==> src/rtl/mem_sweep_engine.sv <==
// mem_sweep_engine: self-contained memory write/read-back sweep engine.
// Pauses the CPU timer, writes a selectable pattern across an address window,
// reads it back through a one-stage compare pipeline and counts mismatches.
// Optional first-mismatch capture ports are enabled by defining MEM_SWEEP_ERRLOG_EN.
module mem_sweep_engine #(
    parameter int DATA_WIDTH = 8,
    parameter int ADDR_WIDTH = 16,
    parameter int DEPTH      = 32768,
    parameter int BASE_ADDR  = 0,
    parameter int ERR_WIDTH  = 16
) (
    input  logic                  clk,
    input  logic                  reset,
    input  logic                  start,
    input  logic                  abort,
    input  logic [1:0]            pattern_sel,
    output logic                  busy,
    output logic                  done,
    output logic                  pass,
    output logic [ERR_WIDTH-1:0]  err_count,
    output logic                  cpu_pause,
    output logic [ADDR_WIDTH-1:0] mem_addr,
    output logic [DATA_WIDTH-1:0] mem_wdata,
    output logic                  mem_we,
    output logic                  mem_oe,
`ifdef MEM_SWEEP_ERRLOG_EN
    output logic [ADDR_WIDTH-1:0] first_err_addr,
    output logic [DATA_WIDTH-1:0] first_err_exp,
    output logic [DATA_WIDTH-1:0] first_err_act,
`endif
    input  logic [DATA_WIDTH-1:0] mem_rdata
);

    localparam logic [ADDR_WIDTH-1:0] IDX_LAST = ADDR_WIDTH'(DEPTH - 1);
    localparam logic [ADDR_WIDTH-1:0] BASE     = ADDR_WIDTH'(BASE_ADDR);

    typedef enum logic [2:0] {
        S_IDLE,
        S_PAUSE,
        S_WRITE,
        S_READ,
        S_DRAIN,
        S_DONE
    } state_t;

    state_t                  state_q, state_d;
    logic [ADDR_WIDTH-1:0]   idx_q;
    logic [1:0]              pat_q;
    logic [DATA_WIDTH-1:0]   exp_q;
    logic                    cmp_pending_q;
    logic [ERR_WIDTH-1:0]    err_q, err_d;
    logic                    pass_q;
    logic                    mismatch;
    logic                    accept;
    logic                    aborting;

    // Pattern generator: all arithmetic wraps modulo 2^DATA_WIDTH
    function automatic logic [DATA_WIDTH-1:0] pattern(input logic [1:0] sel,
                                                      input logic [ADDR_WIDTH-1:0] i);
        logic [DATA_WIDTH-1:0] cb;
        logic [DATA_WIDTH-1:0] r;
        for (int unsigned b = 0; b < DATA_WIDTH; b++) begin
            cb[b] = ~b[0];
        end
        case (sel)
            2'd0:    r = ~DATA_WIDTH'(i);
            2'd1:    r = DATA_WIDTH'(i);
            2'd2:    r = i[0] ? ~cb : cb;
            default: r = i[0] ? cb : ~cb;
        endcase
        return r;
    endfunction

    assign accept   = (state_q == S_IDLE) && start;
    assign aborting = (state_q != S_IDLE) && abort;

    // State register
    always_ff @(posedge clk or negedge reset) begin
        if (!reset) begin
            state_q <= S_IDLE;
        end else begin
            state_q <= state_d;
        end
    end

    // Next-state and memory-port decode; strobes follow the current state only
    always_comb begin
        state_d   = state_q;
        busy      = 1'b1;
        done      = 1'b0;
        mem_we    = 1'b0;
        mem_oe    = 1'b0;
        mem_addr  = '0;
        mem_wdata = '0;
        case (state_q)
            S_IDLE: begin
                busy = 1'b0;
                if (start) begin
                    state_d = S_PAUSE;
                end
            end
            S_PAUSE: begin
                state_d = S_WRITE;
            end
            S_WRITE: begin
                mem_we    = 1'b1;
                mem_addr  = BASE + idx_q;
                mem_wdata = pattern(pat_q, idx_q);
                if (idx_q == IDX_LAST) begin
                    state_d = S_READ;
                end
            end
            S_READ: begin
                mem_oe   = 1'b1;
                mem_addr = BASE + idx_q;
                if (idx_q == IDX_LAST) begin
                    state_d = S_DRAIN;
                end
            end
            S_DRAIN: begin
                state_d = S_DONE;
            end
            S_DONE: begin
                done    = 1'b1;
                state_d = S_IDLE;
            end
            default: begin
                state_d = S_IDLE;
            end
        endcase
        if (aborting) begin
            state_d = S_IDLE;
        end
    end

    assign cpu_pause = busy;

    // Sweep index: advances once per access cycle, cleared between phases
    always_ff @(posedge clk or negedge reset) begin
        if (!reset) begin
            idx_q <= '0;
        end else if (aborting) begin
            idx_q <= '0;
        end else if (state_q == S_WRITE || state_q == S_READ) begin
            idx_q <= (idx_q == IDX_LAST) ? '0 : idx_q + ADDR_WIDTH'(1);
        end else begin
            idx_q <= '0;
        end
    end

    // Pattern select is latched at start so the input may change mid-sweep
    always_ff @(posedge clk or negedge reset) begin
        if (!reset) begin
            pat_q <= '0;
        end else if (accept) begin
            pat_q <= pattern_sel;
        end
    end

    // Expected-data stage: holds pattern(idx) for the compare one cycle later
    always_ff @(posedge clk or negedge reset) begin
        if (!reset) begin
            exp_q         <= '0;
            cmp_pending_q <= 1'b0;
        end else begin
            cmp_pending_q <= (state_q == S_READ) && !abort;
            if (state_q == S_READ) begin
                exp_q <= pattern(pat_q, idx_q);
            end
        end
    end

    // Compare result and saturating next error count
    always_comb begin
        mismatch = cmp_pending_q && !abort && (mem_rdata != exp_q);
        err_d    = err_q;
        if (mismatch && (err_q != '1)) begin
            err_d = err_q + ERR_WIDTH'(1);
        end
    end

    // Error counter and pass flag; pass is resolved as DRAIN's final compare lands
    always_ff @(posedge clk or negedge reset) begin
        if (!reset) begin
            err_q  <= '0;
            pass_q <= 1'b0;
        end else if (accept) begin
            err_q  <= '0;
            pass_q <= 1'b0;
        end else if (aborting) begin
            pass_q <= 1'b0;
        end else begin
            err_q <= err_d;
            if (state_q == S_DRAIN) begin
                pass_q <= (err_d == '0);
            end
        end
    end

    assign err_count = err_q;
    assign pass      = pass_q;

`ifdef MEM_SWEEP_ERRLOG_EN
    logic [ADDR_WIDTH-1:0] exp_addr_q;

    // Address of the word whose read data is compared next cycle
    always_ff @(posedge clk or negedge reset) begin
        if (!reset) begin
            exp_addr_q <= '0;
        end else if (state_q == S_READ) begin
            exp_addr_q <= mem_addr;
        end
    end

    // First-mismatch capture; err_q is still zero only for the first one
    always_ff @(posedge clk or negedge reset) begin
        if (!reset) begin
            first_err_addr <= '0;
            first_err_exp  <= '0;
            first_err_act  <= '0;
        end else if (accept) begin
            first_err_addr <= '0;
            first_err_exp  <= '0;
            first_err_act  <= '0;
        end else if (mismatch && (err_q == '0)) begin
            first_err_addr <= exp_addr_q;
            first_err_exp  <= exp_q;
            first_err_act  <= mem_rdata;
        end
    end
`endif

endmodule
==> config.mk <==
export PLATFORM = sky130hd
export DESIGN_NAME = mem_sweep_engine
export DESIGN_NICKNAME = d
export VERILOG_FILES = /design/src/rtl/mem_sweep_engine.sv
export SDC_FILE = /design/constraint.sdc
export NUM_CORES = 1
export LEC_CHECK = 0
export CAP_MARGIN = 20
export CORE_ASPECT_RATIO = 1.4
export CORE_MARGIN = 10
export CORE_UTILIZATION = 55
export DETAILED_ROUTE_END_ITERATION = 8
export PLACE_DENSITY = 0.85
export SLEW_MARGIN = 10
export SYNTH_ARGS = -nofsm -noshare
export SYNTH_HDL_FRONTEND = slang
export SYNTH_SLANG_ARGS = --single-unit
==> constraint.sdc <==
create_clock -name clk -period 4.3 [get_ports clk]
set_input_delay 0.86 -clock clk [delete_from_list [all_inputs] [get_ports clk]]
set_output_delay 0.86 -clock clk [all_outputs]
set_load 0.1 [all_outputs]
# Word-level counts from Yosys, hierarchy flattened
# Cells that the tools add are included.
# word_totals
reg_bits	47
input_bits	14
output_inout_bits	46
# classes
mux	23
n_bitwise	1
n_addsub	2
n_reduce_logical	15
eq_ne	14
# ops
op	n
16-bit two-way mux	7
16-bit by 1-bit adder with 16-bit output, second input constant	2
8-bit two-way mux	3
8-bit case mux with 3 select lines	1
16-bit by 15-bit equality test with 1-bit output, second input constant	1
16-bit zero test	1
16-bit != test, second input constant	1
3-bit case mux with 5 select lines	1
3-bit two-way mux	4
3-bit != test, second input constant	3
8-bit != test	1
8-bit inverter	1
1-bit two-way mux	7
3-bit by 2-bit equality test with 1-bit output, second input constant	2
3-bit equality test, second input constant	2
1-bit logical AND	6
3-bit nonzero test	2
3-bit by 1-bit equality test with 1-bit output, second input constant	1
3-bit zero test	1
3-bit AND reduction	1
2-bit by 1-bit equality test with 1-bit output, second input constant	1
2-bit equality test, second input constant	1
2-bit zero test	1
2-bit != test, second input constant	1
3 further kinds	3

# Depth between registers and ports, before layout
# Gate-level depths: netlist of the first run.
# depth
depth_word	9
mapped_depth	9
mapped_depth_nobuf	8

# Worst setup path before layout of the first run
# Ideal clock, no wire load.
# synth_timing
kind	register -> output
start	reg state_q[1]
end	out done
stages_incl_launch_ff	3
setup_slack_ns	0.729
arrival_time_ns	2.711
n_path_buf	1
path_cell_list	dfrtp_1 > clkbuf_8 > nor3b_1
# synth_between
elab_chain_cells	2
# synth_lines
item	line_no	rtl
start, declared	46	state_t state_q, state_d;
start signal, assigned	82	state_q <= state_d;
3-bit equality test	95	case (state_q)
1-bit two-way mux	95	
end, declared	18	output logic done,
# No other way between the ends.

# Final worst setup path of the first run
# layout_timing
start	reg state_q[2]
end	out mem_addr[9]
# layout_between
elab_chain_cells	3
# layout_lines
item	line_no	rtl
3-bit by 2-bit equality test with 1-bit output	95	
2-bit OR reduction (no source line) *	--	
16-bit two-way mux *	95	
end, declared	22	output logic [ADDR_WIDTH-1:0] mem_addr,
# Every way passes the cells marked *; elsewhere a longest branch is shown, timed or not.

==> results of run 1 <==
-- power breakdown --
group / leakage (nW) / total, mW / switching (mW) / internal, mW
sequential: 0.638 / 0.535 / 0.0478 / 0.488
combinational: 0.829 / 0.363 / 0.246 / 0.117
clock: 0.0654 / 0.381 / 0.148 / 0.232
-- worst max path at each step --
stage                       end  cells after the start  slack, ns       start
floorplan                  done                      2       0.73  state_q[1]
global placement           pass                      7       1.02       abort
detailed placement         pass                      7       0.90       abort
CTS                 mem_addr[9]                      4       1.11  state_q[2]
global route               pass                      7       0.99       abort
finish              mem_addr[9]                      4       1.11  state_q[2]
-- cell usage after synthesis (2+ instances only) --
cell type | number | share of area
nand4_1 | 8 | 0.018
and3_1 | 6 | 0.013
ha_1 | 2 | 0.0088
clkbuf_1 | 10 | 0.013
a211oi_1 | 2 | 0.0053
nand3_1 | 14 | 0.025
or2_2 | 3 | 0.0066
xor2_1 | 12 | 0.037
nor3_1 | 8 | 0.014
o21ai_0 | 13 | 0.023
buf_4 | 3 | 0.0079
a21oi_1 | 7 | 0.012
inv_1 | 7 | 0.0092
dfrtp_1 | 47 | 0.41
clkbuf_8 | 2 | 0.0096
mux2i_1 | 7 | 0.025
nor2_1 | 55 | 0.072
nand2_1 | 31 | 0.041
nand2b_1 | 3 | 0.0066
xnor2_1 | 35 | 0.11
nor4_1 | 6 | 0.013
nor3b_1 | 3 | 0.0079
and3_2 | 2 | 0.0053
nor2b_1 | 2 | 0.0044
and2_1 | 16 | 0.035
-- critical path, stage by stage (launching register included) --
cell             delay (ns)
dfrtp_1                0.41
inv_1                  0.19
nand2_1                0.14
nor2_1                 0.13
clkdlybuf4s50_1        1.15
-- flip-flops by register name (all words and copies together) (netlist names) --
signal / cells
cmp_pending_q: 1
exp_q: 8
err_count: 16
state_q: 3
pass: 1
pat_q: 2
idx_q: 16
-- layer usage --
layer / vias up / routed length (µm) / global-route usage / share of wire
li1: 1193 / - / - / -
met1: 1153 / 2887 / 0.1979 / 0.41
met2: 62 / 3560 / 0.2820 / 0.51
met3: 13 / 401 / 0.04082 / 0.057
met4: 0 / 129 / 0.06452 / 0.018
met5: - / 0 / 0 / 0
-- area by class of cell --
cell class | count | area [µm²]
multi-input cells | 255 | 1553
well taps | 66 | 82.58
clock buffers | 6 | 72.57
fillers | 449 | 1599
repair buffers | 61 | 550.5
clock inverters | 2 | 60.06
inverters | 7 | 26.28
flip-flops and latches | 47 | 1176
-- cell families (layout without fill, tap and decap cells) --
family,after synthesis,count (layout)
simple gates,169,169
xor+xnor,47,47
flops,47,47
compound gates,29,29
buf+inv,23,76
mux,8,8
fa+ha+maj,2,2
-- through the flow --
step / utilization / hold slack (ns)
after CTS: 0.6838 / 0.5050
after detailed placement: 0.6579 / 0.4910
after global placement: 0.6579 / 0.4814
after global routing: 0.6877 / 0.5244
final: 0.6877 / 0.5015
after floorplan: - / 0.4575
==> metrics.cfg, run 1 <==
[synth]
async_reset_ff_frac = 1.000
synth_compound_area_frac = 0.06445
ys_seq_elements = 47
synth_enable_flop_cells = 0
synth_warnings = 0
yosys.area_share.simple = 0.2981
synth_xor_area_frac = 0.1442
ys_seq_area_frac = 0.4121
syn_area_um2 = 2854
synthesis.nets = 341
ys.flop_type = dfrtp_1
syn_inst = 325
synth_top_family_by_area = simple AND/OR/NAND/NOR gates
avgSynthCellArea_um2 = 8.781
muxShareOfSynthArea = 0.02850
yosys.cell_types.count = 46
synth_fa_ha_area_frac = 0.008768

[global_routing]
grt_use_total = 0.1676
grt_max_degree = 48
grt_overflow = 0
grt_pass1_wl_um = 11670
antenna_found_initial = 0
grt_pass1_vias = 2466

[critical_path]
worstSetupEndpointType = output pin
worstPathMaxFanout = 8
cp-start-kind = flip-flop
rr_startpoint = err_count[4]
critPathArrivalTime_ns = 2.33
r2r_setup_slack_ns = 1.69
crit_type = reg -> out
r2r_end = pass
r2r_cells = 7
critPathRequiredTime_ns = 3.44

[clock_tree]
clk_transition_reported_paths_ns = 0.09
cts_tree = yes
cts_buffer_depth = 2
cts_resized = 0
cts_hold_buf = 0
h-tree-depth = 2
cts_setup_buffers = 0
cts_made_buffers = 5
cts_sinks = 47
cts_root_buf = clkbuf_8
clk_latency_ns = 0.30

[status]
status = finished, final reports clean

[sta]
hold_viol = 0
rsz0062_at_grt = no
max_freq_mhz = 313.8
skew_ns = 0.01050
fin_crit_ns = 3.187
tightestPinTransition_ns = 0.9733
timing.final.ws_setup_ns = 1.113
max_slew_margin = 0.3491
fin_crit_sh = 0.7412
setup_viol = 0
slew_violations = 0
fin_setup_tns_ns = 0

[floorplan]
fp-row-count = 31
initial_core_util = 0.5574
ios = 60
core_area_um2 = 5120
dieWidth_um = 80.88
die_h_um = 105.2
dieArea_um2 = 8511

[placed_design]
io_buffers = 59
place_hpwl_um = 5213
post_dp_cell_area_um2 = 3368
place_ws_ns = 0.8997
gp_congestion = 0.9142
dp_cells = 435

[pwr]
powerDensity_nw_per_um2 = 363.3
ir_drop_mv = 0.2441
p_total_mw = 1.279
p_leak_nw = 1.532

[cells_and_area]
final_cell_mix = 55 x nor2_1, 47 x dfrtp_1, 35 x xnor2_1, 33 x clkdlybuf4s50_1, 31 x nand2_1
insertedDiodeCount = 0
final_common_cell = nor2_1
design_area_um2 = 3521
nets = 393
drive_above_1_share = 0.1296
layout.cells.non_filler = 444
syn_to_final_growth_pct = 23.37

[hold_path]
whs_endpoint = state_q[1]
min-delay-start = state_q[2]
whs_path_depth = 1
holdCritPathClass = reg -> reg

[route]
drt.antenna.violating_nets = 0
viasPerCell = 5.453
wl_per_cell_um = 15.71
drc_errors = 0
drt_iter0_drc = 155
drt_first_pass_iters = 4
via_count = 2421
finalWirelength_um = 6977

[run]
maxCapViolCount = 0

Note: power is estimated with default switching activity, not from simulation.
==> run 2, diff against run 1 <==
--- a/config.mk
+++ b/config.mk
@@ -8,9 +8,9 @@
 export CAP_MARGIN = 20
 export CORE_ASPECT_RATIO = 1.4
 export CORE_MARGIN = 10
-export CORE_UTILIZATION = 55
+export CORE_UTILIZATION = 46
 export DETAILED_ROUTE_END_ITERATION = 8
-export PLACE_DENSITY = 0.85
+export PLACE_DENSITY = 0.76
 export SLEW_MARGIN = 10
 export SYNTH_ARGS = -nofsm -noshare
 export SYNTH_HDL_FRONTEND = slang
==> constraint.sdc (replaced) <==
create_clock -name clk -period 2.64 [get_ports clk]
set_input_delay 0.528 -clock clk [delete_from_list [all_inputs] [get_ports clk]]
set_output_delay 0.528 -clock clk [all_outputs]
set_load 0.1 [all_outputs]
==> run 2 against run 1 <==
Effect of this change: sequential share of layout area decreased by 2.2 points; utilization fell by 4.3 points; count of clock-buffer cells in the layout increased by 1; first-iteration DRC count is 16% lower; clock power grew 25%.
==> metrics.cfg, run 2 (synthesized netlist as in run 1, its figures left out) <==
[status]
status = finished, final reports clean

[placed_design]
io_buffers = 59  ; unchanged
post_dp_cell_area_um2 = 3729  ; +11%
place_hpwl_um = 5431  ; +4.2%
gp_congestion = 0.8520  ; -6.8%
place_ws_ns = -0.05403  ; -0.9537 ns
dp_cells = 446  ; +2.5%

[cells_and_area]
design_area_um2 = 3832  ; +8.8%
layout.cells.non_filler = 454  ; +2.3%
multi_input_area_um2 = 1562  ; +0.56%
fill_cells = 477  ; +6.2%
syn_to_final_growth_pct = 34.28
final_cell_mix = 55 x nor2_1, 36 x dfrtp_1, 35 x xnor2_1, 31 x nand2_1, 28 x buf_4
drive_above_1_share = 0.2318  ; +0.1021
final_common_cell = nor2_1
insertedDiodeCount = 0  ; unchanged
nets = 399  ; +1.5%
seq_area_um2 = 1197  ; +1.8%

[global_routing]
grt_max_degree = 25  ; -48%
grt_pass1_wl_um = 12170  ; +4.3%
antenna_found_initial = 0  ; unchanged
grt_pass1_vias = 2439  ; -1.1%
grt_overflow = 0  ; unchanged
grt_use_total = 0.1472  ; -0.02048

[sta]
fin_setup_tns_ns = 0  ; unchanged
slew_violations = 0  ; unchanged
rsz0062_at_grt = no
fin_crit_sh = 0.9145
tightestPinTransition_ns = 0.5824  ; -0.3909 ns
hold_viol = 0  ; unchanged
fin_crit_ns = 2.414
skew_ns = 0.008661  ; -0.001842 ns
timing.final.ws_setup_ns = 0.2256  ; -0.8872 ns
setup_viol = 0  ; unchanged
max_slew_margin = 0.6117  ; +0.2626
max_freq_mhz = 414.2

[critical_path]
critPathRequiredTime_ns = 2.84  ; -0.60 ns
cp-start-kind = input pin
crit_family = simple AND/OR/NAND/NOR gates
path_buf_inv = 1  ; -1
crit_type = in -> reg
critPathArrivalTime_ns = 2.62  ; +0.29 ns
cpMostUsedCell = o21ai_0
critPathSlowestCell = or4b_1
critical_path.cell_chain = clkdlybuf4s50_1, nand2b_1, nor2_1, o21ai_0, or4b_1, mux2i_1, o21ai_0, o41ai_2
worstSetupEndpointType = flip-flop
r2r_cells = 7  ; unchanged
crit_cells = 8  ; +4
worst_path_largest_cell_delay_ns = 0.61  ; -0.54 ns
worstPathMaxFanout = 2  ; -6

[clock_tree]
cts_setup_buffers = 0  ; unchanged
cts_buffer_depth = 2  ; unchanged
cts_sinks = 47  ; unchanged
cts_root_buf = clkbuf_8
cts_hold_buf = 0  ; unchanged
h-tree-depth = 2  ; unchanged
clk_latency_ns = 0.30  ; about the same
clk_transition_reported_paths_ns = 0.09  ; about the same
cts_made_buffers = 5  ; unchanged
cts_tree = yes
cts_resized = 0  ; unchanged

[route]
finalWirelength_um = 6964  ; -0.19%
via_count = 2454  ; +1.4%
drt_first_pass_iters = 4  ; unchanged
drt_iter0_drc = 130  ; -16%
drc_errors = 0  ; unchanged
drt.antenna.violating_nets = 0  ; unchanged
viasPerCell = 5.405  ; -0.87%
wl_per_cell_um = 15.34  ; -2.4%

[floorplan]
core_area_um2 = 5946  ; +16%
fp-row-count = 33  ; +6.5%
dieArea_um2 = 9800  ; +15%
ios = 60  ; unchanged
die_h_um = 113.2  ; +7.6%
initial_core_util = 0.4800  ; -0.07742
dieWidth_um = 86.57  ; +7.0%

[pwr]
switchingPower_mw = 0.7276  ; +65%
switching_share = 0.3629  ; +0.01754
comb_power_share = 0.324  ; +0.040
p_int_mw = 1.278  ; +53%
powerDensity_nw_per_um2 = 523.2  ; +44%
ir_drop_mv = 0.3748  ; +54%
seq_power_share = 0.437  ; +0.018
power.share.clock = 0.239  ; -0.059
p_leak_nw = 1.640  ; +7.1%
p_total_mw = 2.005  ; +57%

[hold_path]
holdCritPathClass = in -> async

[run]
maxCapViolCount = 0  ; unchanged

## run 2: changes by cell type in the layout (fill, tap and decap cells not counted), moves of 2 or more
cell and change:
buf_12 +25, clkdlybuf4s50_1 -21, dfrtp_2 +8, buf_4 +2, clkbuf_8 +2, bufinv_16 -2
dfrtp_1 -11, dfrtp_4 +3
## run 2: routing by layer
| layer | GRT usage | routed length (µm) |
|---|---|---|
| met2 | 0.2498 | 3625 |
| met3 | 0.04738 | 494 |
| met4 | 0.03034 | 63 |
| met5 | 0 | 0 |
| met1 | 0.1759 | 2781 |
## run 2: per-stage QoR
step                      hold WS, ns    util
final                          0.2164  0.6446
after global routing           0.2568  0.6446
after CTS                      0.2288  0.6446
after detailed placement       0.4904  0.6271
after global placement         0.4835  0.6271
after floorplan                0.2324       -
## run 2: worst paths after layout
path | startpoint | endpoint | slack [ns]
worst max register to register | err_count[0] | pass | 0.27
worst min register to register | exp_q[0] | exp_q[0] | 0.51
worst max-delay path | abort | pass | 0.23
worst min-delay path | reset | err_count[15] | 0.22
min in group clk | exp_q[0] | exp_q[0] | 0.51
max in group asynchronous | reset | err_count[0] | 1.87
## run 2: cell type report
cell class	instances	area share
Sequential cell	47	0.3124
Clock buffer	7	0.02514
Clock inverter	1	0.001959
Timing Repair Buffer	67	0.2233
Tap cell	70	0.02285
Multi-Input combinational cell	255	0.4074
Inverter	7	0.006856
## run 2: power by group through the flow
stage	clock, mW	combinational, mW	sequential, mW
finish	0.478	0.650	0.876
global route	0.519	0.703	0.889
CTS	0.492	0.658	0.877
detailed placement	0	0.656	0.892
global placement	0	0.648	0.890
floorplan	0	0.484	0.862
==> run 3, diff against run 2 <==
--- a/config.mk
+++ b/config.mk
@@ -9,7 +9,9 @@
 export CORE_ASPECT_RATIO = 1.4
 export CORE_MARGIN = 10
 export CORE_UTILIZATION = 46
+export CTS_CLUSTER_DIAMETER = 60
 export DETAILED_ROUTE_END_ITERATION = 8
+export MAX_ROUTING_LAYER = met4
 export PLACE_DENSITY = 0.76
 export SLEW_MARGIN = 10
 export SYNTH_ARGS = -nofsm -noshare
==> run 3 against run 2 <==
Effect of this change: setup slack gained 0.00083 ns; critical path depth stayed put; count of clock-buffer cells in the layout unchanged; die area did not move; sequential power barely moved; routed wire length rose by 0.26%; global-route usage up 0.41 points; cell count stayed put; clock power about the same; sequential share of layout area unchanged; maximum frequency about the same; power rose by 0.12%.
==> metrics.cfg, run 3 (synthesized netlist as in run 1, its figures left out) <==
[status]
status = finished, final reports clean

[critical_path]
cpMostUsedCell = o21ai_0
worst_path_largest_cell_delay_ns = 0.61  ; about the same
r2r_cells = 7  ; unchanged
critical_path.cell_chain = clkdlybuf4s50_1, nand2b_1, nor2_1, o21ai_0, or4b_1, mux2i_1, o21ai_0, o41ai_2
critPathRequiredTime_ns = 2.84  ; about the same
critPathSlowestCell = or4b_1
crit_end = pass
cp-start-kind = input pin
r2r_setup_slack_ns = 0.26  ; about the same
r2r_end = pass
rr_startpoint = err_count[0]
crit_type = in -> reg
worstSetupEndpointType = flip-flop
startpoint = abort
worstPathMaxFanout = 2  ; unchanged
critPathArrivalTime_ns = 2.62  ; about the same

[floorplan]
ios = 60  ; unchanged
core_area_um2 = 5946  ; unchanged
initial_core_util = 0.4800  ; unchanged
dieArea_um2 = 9800  ; unchanged
fp-row-count = 33  ; unchanged
die_h_um = 113.2  ; unchanged
dieWidth_um = 86.57  ; unchanged

[global_routing]
grt_use_total = 0.1513  ; +0.004134
grt_pass1_vias = 2448  ; +0.37%
grt_overflow = 0  ; unchanged
antenna_found_initial = 0  ; unchanged
grt_pass1_wl_um = 12130  ; -0.34%
grt_max_degree = 25  ; unchanged

[clock_tree]
cts_tree = yes
cts_hold_buf = 0  ; unchanged
cts_resized = 0  ; unchanged
clk_latency_ns = 0.30  ; about the same
cts_root_buf = clkbuf_8
cts_buffer_depth = 2  ; unchanged
cts_sinks = 47  ; unchanged
clk_transition_reported_paths_ns = 0.09  ; about the same
cts_setup_buffers = 0  ; unchanged
cts_made_buffers = 5  ; unchanged
h-tree-depth = 2  ; unchanged

[sta]
skew_ns = 0.006504  ; -0.002156 ns
fin_crit_sh = 0.9142  ; about the same
slew_violations = 0  ; unchanged
max_freq_mhz = 414.3  ; about the same
hold_viol = 0  ; unchanged
tightestPinTransition_ns = 0.5760  ; -0.006413 ns
setup_viol = 0  ; unchanged
fin_crit_ns = 2.414  ; -0.0008280 ns
rsz0062_at_grt = no
timing.final.ws_setup_ns = 0.2265  ; +0.0008280 ns
max_slew_margin = 0.6160  ; +0.004276

[hold_path]
holdCritPathClass = in -> async

[route]
wl_per_cell_um = 15.38  ; +0.26%
finalWirelength_um = 6982  ; +0.26%
drt_first_pass_iters = 4  ; unchanged
via_count = 2437  ; -0.69%
viasPerCell = 5.368  ; -0.69%
drt_iter0_drc = 128  ; -1.5%
drc_errors = 0  ; unchanged
drt.antenna.violating_nets = 0  ; unchanged

[placed_design]
place_hpwl_um = 5431  ; unchanged
place_ws_ns = -0.05403  ; unchanged
io_buffers = 59  ; unchanged
post_dp_cell_area_um2 = 3729  ; unchanged
gp_congestion = 0.8656  ; +1.6%

[cells_and_area]
nets = 399  ; unchanged
insertedDiodeCount = 0  ; unchanged
syn_to_final_growth_pct = 34.28  ; unchanged
fill_cells = 477  ; unchanged
multi_input_area_um2 = 1562  ; unchanged
drive_above_1_share = 0.2318  ; unchanged
final_common_cell = nor2_1
seq_area_um2 = 1197  ; unchanged
final_cell_mix = 55 x nor2_1, 36 x dfrtp_1, 35 x xnor2_1, 31 x nand2_1, 28 x buf_4
final_util = 0.6446  ; unchanged
design_area_um2 = 3832  ; unchanged

[pwr]
p_leak_nw = 1.640  ; unchanged
ir_drop_mv = 0.3743  ; -0.12%
p_total_mw = 2.008  ; +0.12%
powerDensity_nw_per_um2 = 523.8  ; +0.12%

[run]
maxCapViolCount = 0  ; unchanged

run 3: worst min-delay path by stage:
stage	startpoint	to	slack, ns	depth (start not counted)
after global routing	reset	err_count[15]	0.26	1
after global placement	exp_q[3]	exp_q[3]	0.48	2
after floorplan	reset	cmp_pending_q	0.23	0
after detailed placement	state_q[2]	state_q[1]	0.49	1
after CTS	reset	err_count[15]	0.23	1
final	reset	err_count[15]	0.21	1
run 3: worst max-delay path: cells and delay by family:
| kind | cells | cell delay [ns] |
|---|---|---|
| and+or+nand+nor | 3 | 0.94 |
| AOI/OAI and AO/OA | 3 | 0.47 |
| buffers and inverters | 1 | 0.45 |
| muxes | 1 | 0.23 |
run 3: routing by layer:
metal	global-route usage	vias to the layer above	routed length [µm]
met1	0.1811	1164	2905
li1	-	1199	-
met5	-	-	0
met3	0.04020	6	423
met2	0.2488	68	3588
met4	0.03034	0	64
run 3: stage by stage:
stage / std cells / hold slack [ns] / TNS [ns]
floorplan: 325 / 0.2324 / -1.444
global placement: 446 / 0.4835 / 0
detailed placement: 446 / 0.4904 / -0.05403
CTS: 454 / 0.2288 / 0
global route: 454 / 0.2573 / 0
finish: 454 / 0.2135 / 0
run 3: layout make-up:
type	instances	share of cell area
Timing Repair Buffer	67	0.2233
Inverter	7	0.006856
Multi-Input combinational cell	255	0.4074
Sequential cell	47	0.3124
Clock buffer	7	0.02514
Clock inverter	1	0.001959
Tap cell	70	0.02285
run 3: power by group:
| group | switching, mW | leakage, nW | internal [mW] |
|---|---|---|---|
| sequential | 0.0820 | 0.618 | 0.794 |
| clock | 0.242 | 0.0505 | 0.238 |
| combinational | 0.406 | 0.971 | 0.245 |
